File: src/rtl/cache_pkg.sv
// Shared constants and the fill state encoding for the 4-way cache line-fill path.
package cache_pkg;

  localparam int LINE_BYTES = 16;
  localparam int OFFSET_W   = 4;
  localparam int WAY_W      = 2;
  localparam int BEAT_W     = 5;

  typedef enum logic [2:0] {
    IDLE,
    REQ,
    FILL,
    TAG,
    ABORT
  } fill_state_e;

endpackage

File: src/rtl/line_offset_counter.sv
// 4-bit loadable wrap counter that walks the byte offset of a line fill.
// Loading takes priority over incrementing; 15 naturally wraps to 0.
module line_offset_counter
  import cache_pkg::*;
(
  input  logic                clk,
  input  logic                rst,
  input  logic                load,
  input  logic                inc,
  input  logic [OFFSET_W-1:0] load_val,
  output logic [OFFSET_W-1:0] offset
);

  // Offset register: load the critical byte, then step one byte per accepted beat.
  always_ff @(posedge clk or posedge rst) begin
    if (rst) begin
      offset <= '0;
    end else if (load) begin
      offset <= load_val;
    end else if (inc) begin
      offset <= offset + 1'b1;
    end
  end

endmodule

File: src/rtl/line_fill_ctrl.sv
// Cache line-fill controller: requests a 16-byte line, writes the returned bytes
// critical-byte-first into the data array, then validates the tag or aborts on error.
module line_fill_ctrl #(
  parameter int ADDR_W = 32,
  parameter int WAY_W  = cache_pkg::WAY_W
) (
  input  logic                           clk,
  input  logic                           rst,
  input  logic                           miss_req,
  input  logic [ADDR_W-1:0]              miss_addr,
  input  logic [WAY_W-1:0]               miss_way,
  output logic                           fill_busy,
  output logic                           fill_done,
  output logic                           fill_err,
  output logic                           mem_req,
  output logic [ADDR_W-1:0]              mem_addr,
  input  logic                           mem_ack,
  input  logic                           mem_rvalid,
  input  logic [7:0]                     mem_rdata,
  input  logic                           mem_rerr,
  output logic                           arr_we,
  output logic [WAY_W-1:0]               arr_way,
  output logic [ADDR_W-cache_pkg::OFFSET_W-1:0] arr_line,
  output logic [3:0]                     arr_byte_sel,
  output logic [7:0]                     arr_wdata,
  output logic                           crit_valid,
  output logic [7:0]                     crit_data,
  output logic                           tag_we
);

  import cache_pkg::*;

  fill_state_e         state;
  logic [BEAT_W-1:0]   beat_cnt;
  logic [OFFSET_W-1:0] offset;
  logic                ctr_load;
  logic                good_beat;

  // A new fill is only accepted once the busy flag of the previous one has dropped.
  assign ctr_load  = (state == IDLE) && !fill_busy && miss_req;
  assign good_beat = (state == FILL) && mem_rvalid && !mem_rerr;

  line_offset_counter u_offset (
    .clk      (clk),
    .rst      (rst),
    .load     (ctr_load),
    .inc      (good_beat),
    .load_val (miss_addr[OFFSET_W-1:0]),
    .offset   (offset)
  );

  // Fill sequencer with registered outputs; pulse outputs default low every cycle.
  // After TAG the busy flag is held for one extra IDLE cycle so tag_we/fill_done
  // land while the fill still reads as busy.
  always_ff @(posedge clk or posedge rst) begin
    if (rst) begin
      state        <= IDLE;
      beat_cnt     <= '0;
      fill_busy    <= 1'b0;
      fill_done    <= 1'b0;
      fill_err     <= 1'b0;
      mem_req      <= 1'b0;
      mem_addr     <= '0;
      arr_we       <= 1'b0;
      arr_way      <= '0;
      arr_line     <= '0;
      arr_byte_sel <= '0;
      arr_wdata    <= '0;
      crit_valid   <= 1'b0;
      crit_data    <= '0;
      tag_we       <= 1'b0;
    end else begin
      arr_we     <= 1'b0;
      crit_valid <= 1'b0;
      tag_we     <= 1'b0;
      fill_done  <= 1'b0;
      fill_err   <= 1'b0;
      case (state)
        IDLE: begin
          if (fill_busy) begin
            fill_busy <= 1'b0;
          end else if (miss_req) begin
            mem_addr  <= {miss_addr[ADDR_W-1:OFFSET_W], {OFFSET_W{1'b0}}};
            arr_line  <= miss_addr[ADDR_W-1:OFFSET_W];
            arr_way   <= miss_way;
            beat_cnt  <= '0;
            mem_req   <= 1'b1;
            fill_busy <= 1'b1;
            state     <= REQ;
          end
        end
        REQ: begin
          if (mem_ack) begin
            mem_req <= 1'b0;
            state   <= FILL;
          end
        end
        FILL: begin
          if (mem_rvalid) begin
            if (mem_rerr) begin
              fill_err <= 1'b1;
              state    <= ABORT;
            end else begin
              arr_we       <= 1'b1;
              arr_byte_sel <= offset;
              arr_wdata    <= mem_rdata;
              if (beat_cnt == '0) begin
                crit_valid <= 1'b1;
                crit_data  <= mem_rdata;
              end
              beat_cnt <= beat_cnt + 1'b1;
              if (beat_cnt == BEAT_W'(LINE_BYTES - 1)) begin
                state <= TAG;
              end
            end
          end
        end
        TAG: begin
          tag_we    <= 1'b1;
          fill_done <= 1'b1;
          state     <= IDLE;
        end
        ABORT: begin
          fill_busy <= 1'b0;
          state     <= IDLE;
        end
        default: begin
          state <= IDLE;
        end
      endcase
    end
  end

endmodule

File: config.mk
export PLATFORM = sky130hd
export DESIGN_NAME = line_fill_ctrl
export DESIGN_NICKNAME = d
export VERILOG_FILES = /design/src/rtl/cache_pkg.sv /design/src/rtl/line_offset_counter.sv /design/src/rtl/line_fill_ctrl.sv
export SDC_FILE = /design/constraint.sdc
export NUM_CORES = 1
export LEC_CHECK = 0
export ABC_AREA = 1
export CAP_MARGIN = 40
export CORE_MARGIN = 2
export CORE_UTILIZATION = 40
export CTS_BUF_LIST = sky130_fd_sc_hd__clkbuf_8
export DETAILED_ROUTE_END_ITERATION = 12
export PLACE_DENSITY = 0.79
export SYNTH_ARGS = -nofsm -noshare
export SYNTH_HDL_FRONTEND = slang
export SYNTH_SLANG_ARGS = --single-unit
File: constraint.sdc
create_clock -name clk -period 2.41 [get_ports clk]
set_input_delay 0.6025 -clock clk [delete_from_list [all_inputs] [get_ports clk]]
set_output_delay 0.6025 -clock clk [all_outputs]
set_load 0.01 [all_outputs]
==> impl_metrics.yaml <==
status:
  outcome: "finished, final reports clean"
synthesis:
  synth_top_family_by_area: "simple AND/OR/NAND/NOR gates"
  synthTopCellsByArea: "dfrtp_1 (53%), nand2_1 (19%), buf_4 (7.8%)"
  yosys.area.top_type_share: 0.535
  ys_ff_latch: 68
  syn-cell-area_sq_mm: 0.00318
  synth_edf_count: 0
  yosysMostFrequentCell: "nand2_1"
  synth_compound_area_frac: 0.0267
  yosysWarnings: 0
  muxShareOfSynthArea: 0
  synthSimpleGateAreaFrac: 0.275
  synthArstFlopShare: 1.00
  seq_area_frac_synth: 0.535
  yosys-top-cells-count: "nand2_1 (165), dfrtp_1 (68), buf_4 (33), inv_1 (21), nand3_1 (17)"
  postSynthAreaPerCell_sq_um: 8.65
  synth_top_cell_by_area: "dfrtp_1"
  yosysUniqueCellTypes: 25
  ys.flop_type: "dfrtp_1"
  syn_inst: 368
  synthAdderAreaFrac: 0.0157
  synth_xor_area_frac: 0.00550
setup_path:
  path_max_fanout: 4
  critPathMaxStageDelay_ps: 560
  required_ps: 1810
  crit_arrival_ps: 1300
  crit_type: "reg2out"
  cp-start-kind: "flop"
  crit_family: "buffers and inverters"
  crit_chain: "clkdlybuf4s50_1"
  cp_slowest_cell: "clkdlybuf4s50_1"
  cp-end-kind: "primary output"
  path_buf_inv: 1
sta:
  slew_viol_final: 0
  max_freq_mhz: 525
  fin_hold_ws_ps: 483
  fin_tns_setup_ps: 0
  setup_violations: 0
  period_share: 0.790
  fin_skew_ps: 9.49
  hold_violations: 0
  period_needed_ps: 1910
  rsz0062_at_grt: "no"
worst_hold_path:
  hold_path.class: "reg2reg"
route:
  drt_pre_antenna_iters: 4
  drcViolationCount: 0
  wl_per_cell_microns: 12.8
  num_vias: 2603
  wl_microns: 7480
  drtIter0Drc: 88
  ant_nets: 0
  drt-vias-per-instance: 4.47
power:
  p_leak_nw: 2.27
  power.density_mw_per_mm2: 1260
  ir_worst_vdd_v: 0.000538
clock_network:
  clockBufferDepth: 2
  cts_buffers: 9
  clkSlewWorstSetupHoldPaths_ps: 70
  postCtsHoldBufs: 0
  cts_resized: 0
  clock_sinks: 68
  cts_root_buffer: "clkbuf_8"
  cts_setup_buffers: 0
  cts_tree: "built"
  htree_levels: 3
  clk_latency_ps: 330
flow_run:
  cap_violations: 0
die:
  ios: 137
  initial_core_util: 0.412
  die_y_microns: 93.2
  die_w_microns: 93.2
  dieArea_sq_mm: 0.00869
  rows: 32
  coreArea_sq_mm: 0.00773
finish:
  stdcell_area_sq_mm: 0.00459
  antennaDiodeCount: 0
  drive_gt1_frac: 0.0667
  nNetsFinal: 527
  area_growth_pct: 44.1
place:
  numPortBuffers: 132
  globalplace.congestion: 0.758
  place_area_sq_mm: 0.00437
  hpwl_microns: 5580
grt:
  grt_pass1_wl_microns: 12600
  antenna_found_initial: 0
  grt-ovfl-total: 0
  grt_pass1_vias: 2649
  grt_max_degree: 33
  grt_usage: 0.183
sequential cells by signal (all words and copies together), names as in the netlist, 2 cells and up:
| register | cells |
|---|---|
| crit_data | 8 |
| u_offset.offset | 4 |
| arr_way | 2 |
| arr_byte_sel | 4 |
| state | 3 |
| beat_cnt | 5 |
| mem_addr | 28 |
| arr_wdata | 8 |
cells in the final DEF, fill, tap and decap left out, drive strengths merged, types with 2 or more instances in the layout:
master | synthesis | layout
nand3 | 17 | 17
nor3 | 3 | 3
nand4 | 4 | 4
clkdlybuf4s50 | 0 | 132
clkbuf | 0 | 10
xor2 | 2 | 2
inv | 23 | 25
nand2 | 167 | 167
buf | 46 | 7
bufinv | 0 | 2
dfrtp | 68 | 68
nor2 | 13 | 13
conb | 1 | 4
ha | 4 | 4
a21oi | 2 | 2
o21ai | 15 | 15
through the flow:
stage | total power [mW] | utilization | setup WS (ps) | instances
final | 5.77 | 0.594 | 505 | 582
after global routing | 6.20 | 0.594 | 388 | 582
after CTS | 5.85 | 0.594 | 487 | 582
after detailed placement | 4.80 | 0.566 | 264 | 566
after global placement | 4.72 | 0.566 | 311 | 566
after floorplan | 3.54 | - | 96.0 | 371
cell type report:
class	count	area, sq um
Clock buffer	10	138
Clock inverter	6	80.1
Fill cell	634	3140
Inverter	23	86.3
Multi-Input combinational cell	234	1040
Sequential cell	68	1700
Tap cell	102	128
Timing Repair Buffer	139	1410
layer usage:
layer,vias to the layer above,global-route usage,share of wire
met4,0,0.0576,0.0087
met5,-,0,0
li1,1306,-,-
met1,1198,0.221,0.42
met3,6,0.0540,0.075
met2,93,0.314,0.49
report_power, final:
part	total, mW	switching, mW	internal, mW
registers	1.99	0.369	1.62
logic	2.77	1.28	1.49
clock network	1.01	0.411	0.602
total	5.77	2.06	3.71
worst paths after layout:
kind	start	to	slack, ps	depth (start not counted)
setup / recovery	fill_busy$_DFFE_PP0P_	fill_busy	500	1
hold / removal	arr_way[0]$_DFFE_PP0P_	arr_way[0]$_DFFE_PP0P_	480	2
setup reg to reg	state[2]$_DFFE_PP0P_	beat_cnt[1]$_DFFE_PP0P_	910	7
hold reg to reg	arr_way[0]$_DFFE_PP0P_	arr_way[0]$_DFFE_PP0P_	480	2
max in group asynchronous	rst	mem_addr[15]$_DFFE_PP0P_	1350	3
min in group asynchronous	rst	mem_addr[19]$_DFFE_PP0P_	530	2
cells by family after synthesis:
logic type,count (synthesis)
flops,68
xor+xnor,2
fa+ha+maj,4
buf+inv,69
compound gates,17
other cells,1
simple gates,207
(Power assumes the default switching activity.)
